**src/rtl/mul_arb.sv**
```systemverilog
// Round-robin arbiter/sequencer sharing one signed 16x16 multiplier between two requesters.
// Handshakes: a transfer happens on a rising clk edge where valid && ready; valid never waits on ready.
module mul_arb #(
   parameter int unsigned TIMEOUT = 32
) (
   input  logic        clk,
   input  logic        rst,
   input  logic        req0_valid,
   output logic        req0_ready,
   input  logic [15:0] req0_a,
   input  logic [15:0] req0_b,
   output logic        rsp0_valid,
   input  logic        rsp0_ready,
   output logic [31:0] rsp0_result,
   output logic        rsp0_err,
   input  logic        req1_valid,
   output logic        req1_ready,
   input  logic [15:0] req1_a,
   input  logic [15:0] req1_b,
   output logic        rsp1_valid,
   input  logic        rsp1_ready,
   output logic [31:0] rsp1_result,
   output logic        rsp1_err,
   output logic        mul_start,
   output logic [3:0]  mul_dtype,
   output logic [15:0] mul_m,
   output logic [15:0] mul_q,
   input  logic        mul_done,
   input  logic [31:0] mul_result,
   output logic        busy,
   output logic [1:0]  dbg_state
);

   typedef enum logic [1:0] {
      IDLE   = 2'd0,
      LAUNCH = 2'd1,
      BUSY   = 2'd2,
      RESP   = 2'd3
   } state_t;

   localparam logic [7:0] WD_LAST = 8'(TIMEOUT - 1);

   state_t      state;
   state_t      state_nxt;
   logic        last_grant;
   logic        owner;
   logic        err;
   logic [15:0] op_m;
   logic [15:0] op_q;
   logic [31:0] res;
   logic [7:0]  wd;
   logic        grant0;
   logic        grant1;
   logic        accept;
   logic        rsp_fire;
   logic        wd_expired;

   // On a tie the requester that was not served last wins; grants are mutually exclusive.
   assign grant0     = req0_valid && (!req1_valid || last_grant);
   assign grant1     = req1_valid && (!req0_valid || !last_grant);
   assign accept     = (state == IDLE) && !rst && (grant0 || grant1);
   assign rsp_fire   = (state == RESP) && (owner ? rsp1_ready : rsp0_ready);
   assign wd_expired = (wd == WD_LAST);

   always_ff @(posedge clk) begin
      if (rst) begin
         state <= IDLE;
      end else begin
         state <= state_nxt;
      end
   end

   always_comb begin
      state_nxt = state;
      case (state)
         IDLE:    if (accept) state_nxt = LAUNCH;
         LAUNCH:  state_nxt = BUSY;
         BUSY:    if (mul_done || wd_expired) state_nxt = RESP;
         RESP:    if (rsp_fire) state_nxt = IDLE;
         default: state_nxt = IDLE;
      endcase
   end

   always_ff @(posedge clk) begin
      if (rst) begin
         last_grant <= 1'b1;
         owner      <= 1'b0;
         op_m       <= '0;
         op_q       <= '0;
         res        <= '0;
         err        <= 1'b0;
         wd         <= '0;
      end else begin
         case (state)
            IDLE: begin
               if (accept) begin
                  owner      <= !grant0;
                  last_grant <= !grant0;
                  op_m       <= grant0 ? req0_a : req1_a;
                  op_q       <= grant0 ? req0_b : req1_b;
               end
            end
            LAUNCH: wd <= '0;
            BUSY: begin
               wd <= wd + 8'd1;
               // A done in the final watchdog cycle still delivers the product.
               if (mul_done) begin
                  res <= mul_result;
                  err <= 1'b0;
               end else if (wd_expired) begin
                  res <= '0;
                  err <= 1'b1;
               end
            end
            default: ;
         endcase
      end
   end

   always_comb begin
      req0_ready  = (state == IDLE) && !rst && grant0;
      req1_ready  = (state == IDLE) && !rst && grant1;
      rsp0_valid  = (state == RESP) && !owner;
      rsp1_valid  = (state == RESP) && owner;
      rsp0_result = rsp0_valid ? res : 32'd0;
      rsp1_result = rsp1_valid ? res : 32'd0;
      rsp0_err    = rsp0_valid && err;
      rsp1_err    = rsp1_valid && err;
      mul_start   = (state == LAUNCH);
      mul_dtype   = (state == LAUNCH) ? 4'h1 : 4'h0;
      // The multiplier samples M/Q every cycle, so they stay driven through BUSY.
      mul_m       = ((state == LAUNCH) || (state == BUSY)) ? op_m : 16'd0;
      mul_q       = ((state == LAUNCH) || (state == BUSY)) ? op_q : 16'd0;
      busy        = (state != IDLE);
      dbg_state   = state;
   end

endmodule

```
**config.mk**
```make
export PLATFORM = sky130hd
export DESIGN_NAME = mul_arb
export DESIGN_NICKNAME = d
export VERILOG_FILES = /design/src/rtl/mul_arb.sv
export SDC_FILE = /design/constraint.sdc
export NUM_CORES = 1
export LEC_CHECK = 0
export CORE_MARGIN = 2
export CORE_UTILIZATION = 33
export DETAILED_ROUTE_END_ITERATION = 8
export HOLD_SLACK_MARGIN = 0.08
export PLACE_DENSITY = 0.68
export SLEW_MARGIN = 20
export SYNTH_ARGS = -nofsm -noshare
export SYNTH_HDL_FRONTEND = slang
export SYNTH_SLANG_ARGS = --single-unit
export TNS_END_PERCENT = 10
```
**constraint.sdc**
```tcl
create_clock -name clk -period 2.4 [get_ports clk]
set_input_delay 0.48 -clock clk [delete_from_list [all_inputs] [get_ports clk]]
set_output_delay 0.48 -clock clk [all_outputs]
set_load 0.02 [all_outputs]
```
==> results of run 1 <==
## path summary, 6_finish.rpt
check	endpoint	start	slack (ns)
worst max-delay path	mul_m[6]	dbg_state[0]	0.11
worst min-delay path	res[23]	res[23]	0.49
worst max register to register	wd[7]	dbg_state[0]	0.57
worst min register to register	res[23]	res[23]	0.49
## metal layers
layer | global-route usage | part of all wire | up-vias
met4 | 0.0699 | 0.015 | 0
met1 | 0.223 | 0.44 | 1694
li1 | - | - | 1834
met5 | 0 | 0 | -
met2 | 0.284 | 0.44 | 185
met3 | 0.0713 | 0.11 | 15
## registers in the layout, indices dropped and copies added (netlist names)
signal	count
wd	8
op_q	16
dbg_state	2
res	32
last_grant	1
op_m	16
err	1
owner	1
## cells by family after synthesis
family,share of synthesized area
adder cells (fa/ha/maj),0.0162
AO/OA/AOI/OAI,0.177
flip-flops,0.399
buffers and inverters,0.0661
other,0.000972
multiplexers,0.0908
AND/OR/NAND/NOR,0.238
XOR/XNOR,0.0113
## per-stage QoR
stage,instances,util
after floorplan,412,-
after detailed placement,740,0.531
after global routing,755,0.547
after CTS,755,0.547
after global placement,740,0.531
final,755,0.547
## synth_stat cells (all sizes together), types with 2 or more instances
cell | number | area share
nor2b | 2 | 0.0032
a22o | 32 | 0.073
ha | 5 | 0.016
clkbuf | 15 | 0.015
nand2 | 4 | 0.0039
xnor2 | 2 | 0.0045
inv | 7 | 0.0068
nand4 | 3 | 0.0049
xor2 | 3 | 0.0068
a21oi | 5 | 0.0075
nand2b | 4 | 0.0084
or3 | 2 | 0.0032
dfxtp | 77 | 0.40
o21ai | 5 | 0.0065
and3 | 34 | 0.055
nor2 | 42 | 0.043
and2 | 66 | 0.11
mux2i | 35 | 0.091
buf | 23 | 0.045
a211oi | 34 | 0.074
## worst max-delay path: cells and delay by family (launching register included)
family	cells	cell delay [ns]
AND/OR/NAND/NOR	1	0.14
adder cells (fa/ha/maj)	1	0.36
flip-flops	1	0.38
buffers and inverters	3	0.59
## power by group through the flow
| stage | clock network, mW | logic, mW | registers (mW) |
|---|---|---|---|
| 2_1_floorplan | 0 | 1.25 | 1.66 |
| 3_5_place_dp | 0 | 2.09 | 1.70 |
| 4_1_cts | 1.31 | 1.99 | 1.67 |
| 5_1_grt | 1.39 | 2.16 | 1.71 |
| 6_report | 1.28 | 1.97 | 1.68 |
| 3_3_place_gp | 0 | 2.06 | 1.69 |
## layout make-up
type / instances / area (µm²)
fill: 1058 / 5170
timing repair buffer: 223 / 2130
multi-input combinational: 290 / 2100
sequential: 77 / 1540
clock buffer: 14 / 274
tap: 143 / 179
inverter: 7 / 26.3
clock inverter: 1 / 5.00
## repair_timing
action	in CTS	in global routing
gates resized for setup	84	84
gates cloned	0	0
endpoints found under the hold margin	0	0
pin swaps	0	0
endpoints found under the setup margin	103	86
==> reports/results.ini, run 1 <==
[status]
status = finished, final reports clean

[pwr]
comb_power_share = 0.400
p_sw_mw = 1.75
power_frac_clock = 0.259
netSwitchingFraction = 0.356
ir_worst_vdd_mv = 0.416
seqPwrFrac = 0.341
fin_total_pwr_mw = 4.92
power_density_nw_per_um2 = 788
p_leak_nw = 3.23
internal-power_mw = 3.17

[detailed_routing]
post_drt_wl_per_cell_um = 15.2
ant_nets = 0
drt-initial-drc-count = 169
viasPerCell = 4.94
drt_pass1_iterations = 4
wl_um = 11400
via_count = 3728
drc = 0

[yosys]
synth_area_um2 = 3860
synth_enable_flop_cells = 0
synthesis.instances = 410
postSynth.asyncResetShare = 0
yosysUniqueCellTypes = 39
synth_area_per_cell_um2 = 9.41
ys_warn_count = 0
ys_seq_elements = 77
synth_ff_type = dfxtp_1
ys_seq_area_frac = 0.399

[grt]
grt-ovfl-total = 0
grt_max_degree = 65
grt_pass1_wl_um = 18400
grt_antenna_before_repair = 0
grt_usage = 0.180
grt_pass1_vias = 3603

[sta]
setup_viol = 0
tightest_slew_ns = 0.559
maxSlewHeadroom = 0.627
period_needed_ns = 2.29
fin_worst_skew_ns = 0.00364
hold_ws_ns = 0.489
hold_viol_final = 0
fmax_mhz = 436
maxSlewViolCount = 0
fin_ws_ns = 0.109
period_share = 0.955
rsz0062_at_grt = no
finalSetupTns_ns = 0

[placement]
postPlaceCellArea_um2 = 6060
gp_congestion = 0.785
io_buffers = 209
place.detailed.hpwl_um = 8270
dpl_worst_slack_ns = -0.0700

[die]
ios = 213
num_rows = 39
coreArea_um2 = 11400
die-area_um2 = 12600
dieHeight_um = 112
start_util = 0.338
fp.dieW_um = 112

[setup_path]
start_kind = flop
worstSetupPathType = flop to output port
worstPathRequired_ns = 1.92
crit_fanout = 32
endpoint_kind = output port
cp_data_arrival_time_ns = 1.81
critPathSlowestCell = dfxtp_1
r2r_cells = 6
max_stage_delay_ns = 0.38
cp_cell_sequence = inv_1 > ha_1 > buf_12 > and2_1 > clkdlybuf4s15_1

[final_layout]
layout_commonest_cell = clkdlybuf4s50_1
nets = 716
diodes = 0
final_cell_mix = 105 x clkdlybuf4s50_1, 76 x dfxtp_1, 66 x and2_1, 44 x dlygate4sd2_1, 41 x nor2_1
fin_area_um2 = 6250
layout-drive-gt1-share = 0.111
area_delta_synth_final_pct = 61.9

[clocking]
cts_made_buffers = 9
cts-root-buf = clkbuf_16
clock-sinks = 77
clk_pin_slew_worst_paths_ns = 0.06
htreeDepth = 3
insertion_delay_ns = 0.33
cts_setup_buffers = 0
clk_path_buf_depth = 2
cts_tree = built
ctsHoldBuffers = 0

[worst_hold_path]
hold_path.class = flop to flop
holdPathStages = 1

[run]
max-cap-violations = 0

Note: power is estimated with default switching activity, not from simulation.
==> run 2: changes to the inputs <==
--- a/config.mk
+++ b/config.mk
@@ -7,6 +7,7 @@
 export LEC_CHECK = 0
 export CORE_MARGIN = 2
 export CORE_UTILIZATION = 33
+export CTS_BUF_LIST = sky130_fd_sc_hd__clkbuf_4
 export DETAILED_ROUTE_END_ITERATION = 8
 export HOLD_SLACK_MARGIN = 0.08
 export PLACE_DENSITY = 0.68
==> run 2 against run 1 <==
  * Clock skew increased by 0.012 ns
  * Clock-buffer cell count decreased by 3
  * Global-route usage decreased by 0.14 points
  * Register-to-register slack improved by 0.07 ns
  * Non-clock buffer count unchanged
  * Sequential share of layout area increased by 1.0 points
  * Clock power decreased by 49%
  * Maximum frequency increased by 0.30%
  * Critical endpoint is now rsp0_result[5]
==> reports/results.ini, run 2 (synthesized netlist as in run 1, its figures left out) <==
[setup_path]
start_kind = flop
cp_num_buf_inv = 2
crit_fanout = 34
endpoint_kind = output port
cp_cell_sequence = ha_1 > nor2b_2 > buf_12 > and2_1 > clkdlybuf4s15_2
worstSetupPathType = flop to output port
max_stage_delay_ns = 0.38
crit_start = dbg_state[1]
worstPathRequired_ns = 1.92
r2r_start = wd[0]
critPathTopFamily = buffers and inverters
cp_data_arrival_time_ns = 1.80
critPathSlowestCell = dfxtp_2

[grt]
grt_usage = 0.179
grt_pass1_wl_um = 18300
grt_antenna_before_repair = 0
grt_pass1_vias = 3580
grt_max_degree = 65
grt-ovfl-total = 0

[pwr]
power_density_nw_per_um2 = 723
fin_total_pwr_mw = 4.34
ir_worst_vdd_mv = 0.415
p_leak_nw = 3.03

[final_layout]
largest_register_ffs = 32
area_delta_synth_final_pct = 55.6
nets = 716
layout_commonest_cell = clkdlybuf4s50_1
reg_top3 = res: 32 flops, op_m: 16 flops, op_q: 16 flops
finalNonFillerCells = 755
diodes = 0
layout-drive-gt1-share = 0.183
regMostFlops = res
final_cell_mix = 105 x clkdlybuf4s50_1, 75 x dfxtp_1, 66 x and2_1, 47 x clkbuf_2, 41 x nor2_1

[status]
status = finished, final reports clean

[placement]
io_buffers = 209
dp_cells = 740
place.detailed.hpwl_um = 8270
gp_congestion = 0.785

[sta]
tightest_slew_ns = 0.563
maxSlewHeadroom = 0.625
period_needed_ns = 2.28
period_share = 0.952
hold_viol_final = 0
setup_viol = 0
finalSetupTns_ns = 0
fmax_mhz = 438
rsz0062_at_grt = yes
fin_worst_skew_ns = 0.0161
hold_ws_ns = 0.497
maxSlewViolCount = 0

[die]
ios = 213
coreArea_um2 = 11400
num_rows = 39
die-area_um2 = 12600
start_util = 0.338
fp.dieW_um = 112
dieHeight_um = 112

[detailed_routing]
ant_nets = 0
viasPerCell = 4.92
drt_pass1_iterations = 4
post_drt_wl_per_cell_um = 15.2
wl_um = 11500
drc = 0
via_count = 3718
drt-initial-drc-count = 189

[clocking]
cts_setup_buffers = 0
clk_pin_slew_worst_paths_ns = 0.12
clk_path_buf_depth = 2
cts_resized = 152
cts_made_buffers = 9
htreeDepth = 3
cts-root-buf = clkbuf_4
cts_tree = built
clock-sinks = 77
insertion_delay_ns = 0.42
ctsHoldBuffers = 0

[worst_hold_path]
hold_path.class = flop to flop
worstHoldStart = res[13]

[run]
max-cap-violations = 0

==> run 2: changes by cell type in the layout (fill, tap and decap cells not counted), sizes merged <==
cell,change
dlymetal6s2s,-1
clkbuf,+23
clkinv,+3
clkdlybuf4s15,+1
dlygate4sd2,-26
==> run 2: path summary, 6_finish.rpt <==
path	cells after the start	end	slack [ns]
hold / removal	1	res[13]	0.50
setup / recovery	5	rsp0_result[5]	0.12
setup reg to reg	6	res[16]	0.64
hold reg to reg	1	res[13]	0.50
==> run 2: report_power, final <==
| part | total (mW) | switching [mW] | leakage [nW] | internal, mW |
|---|---|---|---|---|
| Sequential | 1.67 | 0.149 | 0.629 | 1.52 |
| Combinational | 2.02 | 1.11 | 2.34 | 0.908 |
| Clock | 0.649 | 0.429 | 0.0592 | 0.220 |
| Total | 4.34 | 1.69 | 3.03 | 2.65 |
==> run 2: stage by stage <==
step,worst slack [ns],cell area (µm²),util
floorplan,0.197,3870,-
global placement,-0.0601,6060,0.531
detailed placement,-0.0700,6060,0.531
CTS,-0.137,6140,0.538
global route,-0.0359,6000,0.526
finish,0.116,6000,0.526
==> run 2: cell type report <==
type                       count  area (µm²)
timing repair buffer         223        2050
clock inverter                 4        16.3
sequential                    77        1540
clock buffer                  11        82.6
multi-input combinational    290        2110
fill                        1094        5410
tap                          143         179
inverter                       7        26.3
==> run 2: metal layers <==
metal | vias to the layer above | track usage | share of wire
met4 | 0 | 0.0675 | 0.014
met2 | 189 | 0.284 | 0.44
li1 | 1834 | - | -
met5 | - | 0 | 0
met1 | 1682 | 0.220 | 0.43
met3 | 13 | 0.0724 | 0.12
==> run 2: worst reg2reg max path: cells and delay by family, from the launching register on <==
family                     cells  cell delay (ns)
DFF                            1             0.40
adders and majority gates      1             0.25
buffers and inverters          1             0.26
AOI/OAI and AO/OA              3             0.60
and+or+nand+nor                1             0.16
==> RTL edit (config.mk and constraints of run 1) <==
Change the parameter `TIMEOUT` from 32 to 16.
--- a/src/rtl/mul_arb.sv
+++ b/src/rtl/mul_arb.sv
@@ -1,7 +1,7 @@
 // Round-robin arbiter/sequencer sharing one signed 16x16 multiplier between two requesters.
 // Handshakes: a transfer happens on a rising clk edge where valid && ready; valid never waits on ready.
 module mul_arb #(
-   parameter int unsigned TIMEOUT = 32
+   parameter int unsigned TIMEOUT = 16
 ) (
    input  logic        clk,
    input  logic        rst,
Check against the original RTL: no difference found for any inputs over 4 cycles, from zero or initial values and one cycle with rst high; that may be too few to reach the edited logic, so the function may still have changed.
==> RTL edit against run 1 <==
The run now ends with negative setup slack left. Sequential cell count did not move. Count of clock-buffer cells in the layout decreased by 4. Register-to-register slack got worse by 0.10 ns. Maximum frequency decreased by 5.5%. Core utilization is 0.94 points higher. Worst setup slack lost 0.13 ns. Final area increased by 0.84%. Area after synthesis is 1.3% lower. Power up 5.1%. Combinational power about the same. Routed wire length down 1.8%. Via count decreased by 0.62%. Critical endpoint is now rsp1_result[20]. Highest routed layer unchanged.
==> RTL edit: results (changes against run 1) <==
leakage power=3.13 nW (-3.3%); setup ws final=-0.0233 ns (-0.132 ns); seq_cells=77 (unchanged); post-CTS resize count=100 (+19%); met1 WL=4790 um (-4.1%); non-clk buf share=34.3% (+0.23 points); Area after DPL=6080 um2 (+0.23%); grt met3 use=6.53% (-0.60 points); clock skew=0.00504 ns (+0.00140 ns); Seq area share=24.5% (-0.21 points); sequential area share after synthesis=40.5% (+0.54 points); via density per instance=4.89 (-1.0%); Final clock-cell share=5.40% (+0.94 points); failing checks=negative setup slack; Inverters=6 (-1); NumNets Final=718 (+0.28%); Setup violations, final=1 (+1); largest cells by area after synthesis=dfxtp_1, and2_1, mux2i_1; Post-synth top cells=dfxtp_1, and2_1, nor2_1, mux2i_1; CP max FO=35 (+9.4%); status=finished, violations left; GRT met1 Usage=21.2% (-1.0 points); area of the multi-input gates=2060 um2 (-1.8%); crit path DAT=1.94 ns (+0.13 ns); first-pass GRT wire length=18100 um (-2.0%)
## RTL edit: cell types whose count changed after synthesis, moves of 3 or more
| cell | delta |
|---|---|
| buf_8 | -3 |
| clkbuf_1 | +3 |
| buf_6 | +3 |
| buf_2 | -3 |
| a211oi_1 | +6 |
| a211oi_2 | -6 |
## RTL edit: final timing paths
check / to / slack, ns / depth (start not counted)
worst max-delay path: rsp1_result[20] / -0.02 / 4
worst min-delay path: res[23] / 0.48 / 1
worst max register to register: wd[7] / 0.47 / 7
worst min register to register: res[23] / 0.48 / 1
## RTL edit: cells by family (layout without fill, tap and decap cells)
| group | Yosys count | in the layout | synth area share [%] |
|---|---|---|---|
| compound gates | 82 | 82 | 17.2 |
| xor+xnor | 5 | 5 | 1.15 |
| fa+ha+maj | 5 | 5 | 1.64 |
| buf+inv | 44 | 248 | 6.21 |
| flops | 77 | 77 | 40.5 |
| mux | 35 | 35 | 9.20 |
| other cells | 1 | 3 | 0.0985 |
| simple gates | 160 | 160 | 24.0 |
## RTL edit: where the power goes
| group | leakage, nW | total (mW) | internal, mW | switching, mW |
|---|---|---|---|---|
| registers | 0.629 | 1.68 | 1.53 | 0.150 |
| logic | 2.34 | 1.97 | 0.898 | 1.07 |
| clock network | 0.163 | 1.53 | 1.02 | 0.515 |
| total | 3.13 | 5.17 | 3.44 | 1.73 |
## RTL edit: through the flow
step	util, %	power [mW]	instances
floorplan	-	2.87	411
global placement	53.4	3.74	741
detailed placement	53.7	3.79	742
CTS	55.7	5.24	758
global route	55.7	5.51	758
finish	55.7	5.17	758
## RTL edit: worst max-delay path, stage by stage, from the launching register on
cell	delay, ns
dfxtp_1	0.39
ha_1	0.22
buf_8	0.21
and3_1	0.18
clkdlybuf4s50_1	0.60
